[src/rtl/cache_pkg.sv]
// Shared types and helpers for the direct-mapped write-through data cache.
package cache_pkg;

  localparam int unsigned DefAddrWidth = 32;
  localparam int unsigned DefNumLines  = 16;
  localparam int unsigned DefLineWords = 4;

  localparam int unsigned OffW = $clog2(DefLineWords);
  localparam int unsigned IdxW = $clog2(DefNumLines);
  localparam int unsigned TagW = DefAddrWidth - IdxW - OffW - 2;

  typedef enum logic [1:0] {
    StIdle,
    StRefill,
    StWrite
  } state_e;

  function automatic logic [31:0] byte_merge(input logic [31:0] old_word,
                                             input logic [31:0] new_word,
                                             input logic [3:0]  be);
    logic [31:0] merged;
    merged = old_word;
    for (int k = 0; k < 4; k++) begin
      if (be[k]) merged[8*k +: 8] = new_word[8*k +: 8];
    end
    return merged;
  endfunction

endpackage

[src/rtl/data_cache_if.sv]
// Backing-memory beat bus: request held stable until the ready edge.
interface data_cache_if #(
  parameter int unsigned AW = 32
) ();

  logic          mem_req_o;
  logic          mem_we_o;
  logic [AW-1:0] mem_addr_o;
  logic [31:0]   mem_wdata_o;
  logic [3:0]    mem_byte_en_o;
  logic [31:0]   mem_rdata_i;
  logic          mem_ready_i;

  modport master (
    output mem_req_o, mem_we_o, mem_addr_o, mem_wdata_o, mem_byte_en_o,
    input  mem_rdata_i, mem_ready_i
  );

  modport slave (
    input  mem_req_o, mem_we_o, mem_addr_o, mem_wdata_o, mem_byte_en_o,
    output mem_rdata_i, mem_ready_i
  );

endinterface

[src/rtl/cache_data_array.sv]
// Cache word storage: asynchronous read, synchronous byte-enabled write.
module cache_data_array
  import cache_pkg::*;
#(
  parameter int unsigned NUM_LINES  = DefNumLines,
  parameter int unsigned LINE_WORDS = DefLineWords
) (
  input  logic                          clk,
  input  logic [$clog2(NUM_LINES)-1:0]  rd_idx,
  input  logic [$clog2(LINE_WORDS)-1:0] rd_off,
  output logic [31:0]                   rd_data,
  input  logic                          we,
  input  logic [$clog2(NUM_LINES)-1:0]  wr_idx,
  input  logic [$clog2(LINE_WORDS)-1:0] wr_off,
  input  logic [31:0]                   wr_data,
  input  logic [3:0]                    wr_be
);

  logic [31:0] words_q [NUM_LINES*LINE_WORDS];

  always_ff @(posedge clk) begin
    if (we) words_q[{wr_idx, wr_off}] <= byte_merge(words_q[{wr_idx, wr_off}], wr_data, wr_be);
  end

  assign rd_data = words_q[{rd_idx, rd_off}];

endmodule

[src/rtl/data_cache.sv]
// Direct-mapped, write-through, no-write-allocate data cache for the M stage.
module data_cache
  import cache_pkg::*;
#(
  parameter int unsigned DATA_WIDTH = 32,
  parameter int unsigned ADDR_WIDTH = DefAddrWidth,
  parameter int unsigned NUM_LINES  = DefNumLines,
  parameter int unsigned LINE_WORDS = DefLineWords
) (
  input  logic                  clk,
  input  logic                  rst,
  input  logic [ADDR_WIDTH-1:0] addr_i,
  input  logic                  rd_en_i,
  input  logic                  wr_en_i,
  input  logic [DATA_WIDTH-1:0] wr_data_i,
  input  logic [3:0]            byte_en_i,
  output logic [DATA_WIDTH-1:0] rd_data_o,
  output logic                  stall_o,
  data_cache_if.master          mem
);

  localparam int unsigned OFF = $clog2(LINE_WORDS);
  localparam int unsigned IDX = $clog2(NUM_LINES);
  localparam int unsigned TAG = ADDR_WIDTH - IDX - OFF - 2;
  localparam int unsigned WAW = ADDR_WIDTH - 2;

  state_e          state_q, state_d;
  logic [OFF-1:0]  cnt_q, cnt_d;
  logic            wr_done_q, wr_done_d;
  logic [NUM_LINES-1:0] valid_q;
  logic [TAG-1:0]  tag_q [NUM_LINES];
  logic [WAW-1:0]  addr_q;
  logic [31:0]     wdata_q;
  logic [3:0]      be_q;

  logic            latch, fill_done;
  logic            arr_we;
  logic [OFF-1:0]  arr_off;
  logic [31:0]     arr_wdata, arr_rdata;
  logic [3:0]      arr_be;

  logic [OFF-1:0]  c_off, q_off;
  logic [IDX-1:0]  c_idx, q_idx;
  logic [TAG-1:0]  c_tag, q_tag;
  logic            cpu_hit, q_hit;
  logic            unused_addr_lsb;

  assign c_off = addr_i[OFF+1:2];
  assign c_idx = addr_i[IDX+OFF+1:OFF+2];
  assign c_tag = addr_i[ADDR_WIDTH-1:IDX+OFF+2];
  assign q_off = addr_q[OFF-1:0];
  assign q_idx = addr_q[IDX+OFF-1:OFF];
  assign q_tag = addr_q[WAW-1:IDX+OFF];
  assign unused_addr_lsb = ^addr_i[1:0];

  assign cpu_hit = valid_q[c_idx] && (tag_q[c_idx] == c_tag);
  assign q_hit   = valid_q[q_idx] && (tag_q[q_idx] == q_tag);

  cache_data_array #(
    .NUM_LINES  (NUM_LINES),
    .LINE_WORDS (LINE_WORDS)
  ) u_data_array (
    .clk     (clk),
    .rd_idx  (c_idx),
    .rd_off  (c_off),
    .rd_data (arr_rdata),
    .we      (arr_we),
    .wr_idx  (q_idx),
    .wr_off  (arr_off),
    .wr_data (arr_wdata),
    .wr_be   (arr_be)
  );

  always_comb begin
    state_d           = state_q;
    cnt_d             = cnt_q;
    wr_done_d         = 1'b0;
    latch             = 1'b0;
    fill_done         = 1'b0;
    stall_o           = 1'b0;
    rd_data_o         = '0;
    mem.mem_req_o     = 1'b0;
    mem.mem_we_o      = 1'b0;
    mem.mem_addr_o    = '0;
    mem.mem_wdata_o   = '0;
    mem.mem_byte_en_o = '0;
    arr_we            = 1'b0;
    arr_off           = q_off;
    arr_wdata         = wdata_q;
    arr_be            = be_q;

    unique case (state_q)
      StIdle: begin
        // wr_done_q masks the still-held store for the one cycle after it retires.
        if (wr_en_i && !wr_done_q) begin
          stall_o = 1'b1;
          latch   = 1'b1;
          state_d = StWrite;
        end else if (rd_en_i && !wr_en_i) begin
          if (cpu_hit) begin
            rd_data_o = arr_rdata;
          end else begin
            stall_o = 1'b1;
            latch   = 1'b1;
            cnt_d   = '0;
            state_d = StRefill;
          end
        end
      end
      StRefill: begin
        stall_o        = 1'b1;
        mem.mem_req_o  = 1'b1;
        mem.mem_addr_o = {q_tag, q_idx, cnt_q, 2'b00};
        arr_off        = cnt_q;
        arr_wdata      = mem.mem_rdata_i;
        arr_be         = 4'hF;
        arr_we         = mem.mem_ready_i;
        if (mem.mem_ready_i) begin
          if (cnt_q == OFF'(LINE_WORDS - 1)) begin
            fill_done = 1'b1;
            state_d   = StIdle;
          end else begin
            cnt_d = cnt_q + 1'b1;
          end
        end
      end
      StWrite: begin
        stall_o           = 1'b1;
        mem.mem_req_o     = 1'b1;
        mem.mem_we_o      = 1'b1;
        mem.mem_addr_o    = {addr_q, 2'b00};
        mem.mem_wdata_o   = wdata_q;
        mem.mem_byte_en_o = be_q;
        if (mem.mem_ready_i) begin
          arr_we    = q_hit;
          wr_done_d = 1'b1;
          state_d   = StIdle;
        end
      end
      default: state_d = StIdle;
    endcase
  end

  always_ff @(posedge clk or negedge rst) begin
    if (!rst) begin
      state_q   <= StIdle;
      cnt_q     <= '0;
      wr_done_q <= 1'b0;
      valid_q   <= '0;
    end else begin
      state_q   <= state_d;
      cnt_q     <= cnt_d;
      wr_done_q <= wr_done_d;
      if (fill_done) valid_q[q_idx] <= 1'b1;
    end
  end

  always_ff @(posedge clk) begin
    if (latch) begin
      addr_q  <= addr_i[ADDR_WIDTH-1:2];
      wdata_q <= wr_data_i;
      be_q    <= byte_en_i;
    end
    if (fill_done) tag_q[q_idx] <= q_tag;
  end

endmodule
[src/flat_wrapper.sv]
// flat-port wrapper written by rule: the top's interface ports become plain ports
module data_cache_flat import cache_pkg::*;
#(
  parameter int unsigned DATA_WIDTH = 32,
  parameter int unsigned ADDR_WIDTH = DefAddrWidth,
  parameter int unsigned NUM_LINES  = DefNumLines,
  parameter int unsigned LINE_WORDS = DefLineWords
)
  (clk, rst, addr_i, rd_en_i, wr_en_i, wr_data_i, byte_en_i, rd_data_o, stall_o, mem_mem_req_o, mem_mem_we_o, mem_mem_addr_o, mem_mem_wdata_o, mem_mem_byte_en_o, mem_mem_rdata_i, mem_mem_ready_i);
  data_cache_if mem_i ();
  input  logic clk;
  input  logic rst;
  input  logic [ADDR_WIDTH-1:0] addr_i;
  input  logic rd_en_i;
  input  logic wr_en_i;
  input  logic [DATA_WIDTH-1:0] wr_data_i;
  input  logic [3:0] byte_en_i;
  output logic [DATA_WIDTH-1:0] rd_data_o;
  output logic stall_o;
  output wire logic [$bits(mem_i.mem_req_o)-1:0] mem_mem_req_o;
  output wire logic [$bits(mem_i.mem_we_o)-1:0] mem_mem_we_o;
  output wire logic [$bits(mem_i.mem_addr_o)-1:0] mem_mem_addr_o;
  output wire logic [$bits(mem_i.mem_wdata_o)-1:0] mem_mem_wdata_o;
  output wire logic [$bits(mem_i.mem_byte_en_o)-1:0] mem_mem_byte_en_o;
  input wire logic [$bits(mem_i.mem_rdata_i)-1:0] mem_mem_rdata_i;
  input wire logic [$bits(mem_i.mem_ready_i)-1:0] mem_mem_ready_i;
  assign mem_mem_req_o = mem_i.mem_req_o;
  assign mem_mem_we_o = mem_i.mem_we_o;
  assign mem_mem_addr_o = mem_i.mem_addr_o;
  assign mem_mem_wdata_o = mem_i.mem_wdata_o;
  assign mem_mem_byte_en_o = mem_i.mem_byte_en_o;
  assign mem_i.mem_rdata_i = mem_mem_rdata_i;
  assign mem_i.mem_ready_i = mem_mem_ready_i;
  data_cache #(.DATA_WIDTH(DATA_WIDTH), .ADDR_WIDTH(ADDR_WIDTH), .NUM_LINES(NUM_LINES), .LINE_WORDS(LINE_WORDS)) u_core (.clk(clk), .rst(rst), .addr_i(addr_i), .rd_en_i(rd_en_i), .wr_en_i(wr_en_i), .wr_data_i(wr_data_i), .byte_en_i(byte_en_i), .rd_data_o(rd_data_o), .stall_o(stall_o), .mem(mem_i));
endmodule
[config.mk]
export PLATFORM = sky130hd
export DESIGN_NAME = data_cache_flat
export DESIGN_NICKNAME = d
export VERILOG_FILES = /design/src/rtl/cache_pkg.sv /design/src/rtl/data_cache_if.sv /design/src/rtl/cache_data_array.sv /design/src/rtl/data_cache.sv /design/src/flat_wrapper.sv
export SDC_FILE = /design/constraint.sdc
export NUM_CORES = 2
export LEC_CHECK = 0
export CAP_MARGIN = 40
export CORE_MARGIN = 2
export CORE_UTILIZATION = 30
export DETAILED_ROUTE_END_ITERATION = 10
export PLACE_DENSITY = 0.46
export RECOVER_POWER = 50
export SLEW_MARGIN = 30
export SYNTH_ARGS = -nofsm -noshare
export SYNTH_HDL_FRONTEND = slang
export SYNTH_SLANG_ARGS = --single-unit
[constraint.sdc]
create_clock -name clk -period 4.7 [get_ports clk]
set_input_delay 0.94 -clock clk [delete_from_list [all_inputs] [get_ports clk]]
set_output_delay 0.94 -clock clk [all_outputs]
set_load 0.005 [all_outputs]
==> results.md <==
- Status: finished, violations left
- Failing checks: capacitance limit, slew limit, setup timing
- IR drop worst, VDD: about 0.31 mV
- Area of the core: roughly 340,000 µm²
- CTS tree: yes
- Slew HR: -0.514
- Routability Congestion: 0.790
- Post-synth EDFFs: ~2,500
- Switching share of power: 0.278
- DRC: 0
- Hold depth: 1
- Total Wirelength: between 300,000 and 400,000 µm
- H-tree depth: 5
- Worst r2r path cells: 6
- WL per Instance: ~30 µm
- Num rows: between 200 and 250
- NetSw: ~17,000 µW
- Unique cell type count in the Yosys netlist: 65
- WP data required: ~3.8 ns
- Top-area cell type share of the netlist area: 0.737
- Fill cells: between 30,000 and 40,000
- Post-synthesis register bit count: roughly 2,500
- Routed vias: ~52,000
- Crit. End Element: output pin
- RR Endpoint: u_core.u_data_array.words_q[0][26]
- HPWL Detailed: 200,000 µm
- Num CTS Buffers: 292
- PwrDens: about 490 nW/µm²
- Synth Instances: ~4,600
- Final hold violations: 0
- Worst Hold Margin: between 0.4 and 0.5 ns
- Die area: about 340,000 µm²
- Leak: roughly 0.04 µW
- Final Core Density: 0.369
- Seq pwr share: 0.465
- Startpoint types: input pin
- IO Port Bufs: 203
- Worst Hold Class: reg2reg
- Initial drt markers: roughly 4,800
- Nets: 5,600
- Launch point of the critical path: addr_i[6]
- I/O pin count: 208
- Final Critical Period: ~5.0 ns
- Unrepaired setup endpoints after global routing: true
- MaxCap Viol Count: 14
- Clock slew at reported path FFs: 0.06 ns
- Crit path kind: in2out
- Slowest stage cell, crit path: mux4_2
- Worst min-delay path startpoint: u_core.valid_q[5]
- Clock Sinks: 2,523
- Pre-Repair DR Iteration Count: 5
- Pin count of the biggest net entering global routing: 69
- Total grt overflow: 0
- Gate power share: 0.175
- Initial Util: 0.302
- Share of cells above drive strength 1: 0.364
- Synth area leaders: edfxtp_1 74%, mux4_2 19%, mux2i_1 0.92%, clkbuf_1 0.75%, nor2_1 0.72%
- Main synth FF type: edfxtp_1
- Synth top cells by count: 2,498 x edfxtp_1, 856 x mux4_2, 202 x clkbuf_1
- Reg2Reg Setup Slack: 0.06 ns
- Root Buffer Master: clkbuf_16
- Clock Latency Late Sink: 0.91 ns
- CP Data Arrival Time: 4.08 ns
- Critical Path Sink: rd_data_o[5]
- Final WS setup: -0.324 ns
- Slew @ Worst Pin: about 2.3 ns
- Avg Inst Size Synth: ~22 µm²
- Internal power: around 44,000 µW
- Post-synth top area cell: edfxtp_1
- Initial antenna violation count: 27
- Remaining antenna violation count: 0
- Period utilization: 1.07
- Async set-reset flop share out of synthesis: 0.00832
- Count leader, synth: edfxtp_1
- Final setup viols: 33
- CP cell instances: buf_16, buf_4, mux4_2, mux2i_4, xnor2_4, nor4b_2, buf_4, o211ai_1, a2111oi_4, buf_4, nand4_1, buf_12, buf_16, buf_16, nor2b_4, buf_2
- Die W: 586 µm
- Die Y: about 590 µm
- Syn. warnings: 0
- Clk_skew: 0.0668 ns
- Sequential fraction of the synthesis area: 0.743
- CTS max path bufs: 4
- First-pass GRT wire length: 431,000 µm
- Via/cell ratio: 5.04
- Max-slew violations: around 430
- Critical path's largest stage delay: about 0.55 ns
- Tot GR Track Use: 0.178
- Post-synthesis cell area: approximately 100,000 µm²
- Worst-path maximum fanout: 9
- P&R area growth vs syn: 22.3%
- Clock power share: 0.360
- FMAX: 0.199 GHz
- RR Startpoint: u_core.state_q[1]
- Vias in the first global route: between 50,000 and 60,000
==> stage by stage <==
step                      worst slack (ns)  std cells  power (µW)  TNS (ns)  cell area (µm²)
final                               -0.324      10200       60900     -8.32           124000
after global placement               -1.03       9654       39300    -54.45           115000
after detailed placement             -1.03       9673       39700    -37.19           115000
after global routing                -0.525      10200       63100    -31.78           124000
after floorplan                     0.0362       4555       33500         0           102000
after CTS                           -0.474      10200       61900    -11.72           125000
==> logic make-up (layout without fill, tap and decap cells) <==
| kind of cell | after synthesis | in the layout | synth area share |
|---|---|---|---|
| XOR/XNOR | 61 | 61 | 0.00525 |
| AND/OR/NAND/NOR | 563 | 563 | 0.0273 |
| AO/OA/AOI/OAI | 111 | 111 | 0.00804 |
| adder cells (fa/ha/maj) | 5 | 5 | 0.000615 |
| other | 1 | 7 | 0.0000369 |
| multiplexers | 994 | 994 | 0.204 |
| buffers and inverters | 296 | 1449 | 0.0118 |
| flip-flops | 2523 | 2523 | 0.743 |
==> worst min path at each step <==
stage / endpoint / slack [ns]
2_1_floorplan: u_core.valid_q[10] / 0.45
3_3_place_gp: u_core.valid_q[13] / 0.47
3_5_place_dp: u_core.valid_q[13] / 0.48
4_1_cts: u_core.valid_q[2] / 0.49
5_1_grt: u_core.valid_q[6] / 0.51
6_report: u_core.valid_q[5] / 0.49
==> power by group through the flow <==
stage,Combinational [µW],Clock [µW],Sequential [µW]
floorplan,5150,0,28300
global placement,10600,0,28700
detailed placement,11100,0,28700
CTS,11200,22500,28200
global route,11300,23400,28300
finish,10600,21900,28300
==> what timing repair did <==
action | in CTS | in global routing
gates resized for setup | 205 | 37
pin swaps | 15 | 8
setup buffers | 25 | 7
setup endpoints to repair | 233 | 626
gates cloned | 3 | 0
hold buffers | 1 | 0
endpoints found under the hold margin | 21 | 0
==> sequential cells by signal (all words and copies together) (netlist names), named ones only <==
signal                       count
u_core.valid_q                  16
u_core.wr_done_q                 1
u_core.cnt_q                     2
u_core.addr_q                   30
u_core.state_q                   2
u_core.u_data_array.words_q   2048
u_core.wdata_q                  32
u_core.tag_q                   384
u_core.be_q                      4
==> routing by layer <==
layer  vias to the layer above  global-route usage  part of all wire  wire length (µm)
met5                         -                   0           0.00010                32
met4                         4              0.0442             0.025              7630
met3                       369              0.0288             0.054             16500
met2                      1594               0.292              0.49            149000
met1                     28300               0.246              0.44            134000
li1                      21300                   -                 -                 -
==> layout make-up <==
type / instances / area [µm²] / area share
Antenna cell: 5 / 12.5 / 0.000101
Clock buffer: 360 / 7600 / 0.0611
Clock inverter: 152 / 1520 / 0.0122
Inverter: 14 / 58.8 / 0.000473
Multi-Input combinational cell: 1736 / 25500 / 0.205
Sequential cell: 2523 / 75600 / 0.608
Tap cell: 4515 / 5650 / 0.0454
Timing Repair Buffer: 923 / 8490 / 0.0682
==> placed cells by master (no fill, tap or decap), types with 12 or more instances in the layout <==
| cell type | count |
|---|---|
| nor2_1 | 179 |
| mux4_2 | 856 |
| nor2b_1 | 35 |
| xor2_1 | 24 |
| nand2_1 | 52 |
| buf_2 | 29 |
| buf_12 | 95 |
| mux2_1 | 28 |
| edfxtp_1 | 2498 |
| clkbuf_2 | 27 |
| buf_8 | 12 |
| clkbuf_16 | 294 |
| a22oi_1 | 19 |
| bufinv_16 | 19 |
| xnor2_1 | 32 |
| buf_4 | 519 |
| mux2i_1 | 90 |
| dfrtp_1 | 21 |
| nor2_4 | 12 |
| buf_6 | 22 |
| nor2b_4 | 15 |
| or2_2 | 21 |
| mux2_2 | 16 |
| clkdlybuf4s50_1 | 110 |
| and2_1 | 70 |
| clkinv_2 | 42 |
| nor3_1 | 105 |
| dlygate4sd3_1 | 54 |
| nand3_1 | 16 |
| clkinv_1 | 53 |
| clkbuf_1 | 114 |
==> critical path, delay by kind of cell <==
family	cells	cell delay (ns)
AO/OA/AOI/OAI	2	0.34
XOR/XNOR	1	0.13
buffers and inverters	8	1.32
multiplexers	2	0.78
AND/OR/NAND/NOR	3	0.51
Note: power is estimated with default switching activity, not from simulation.
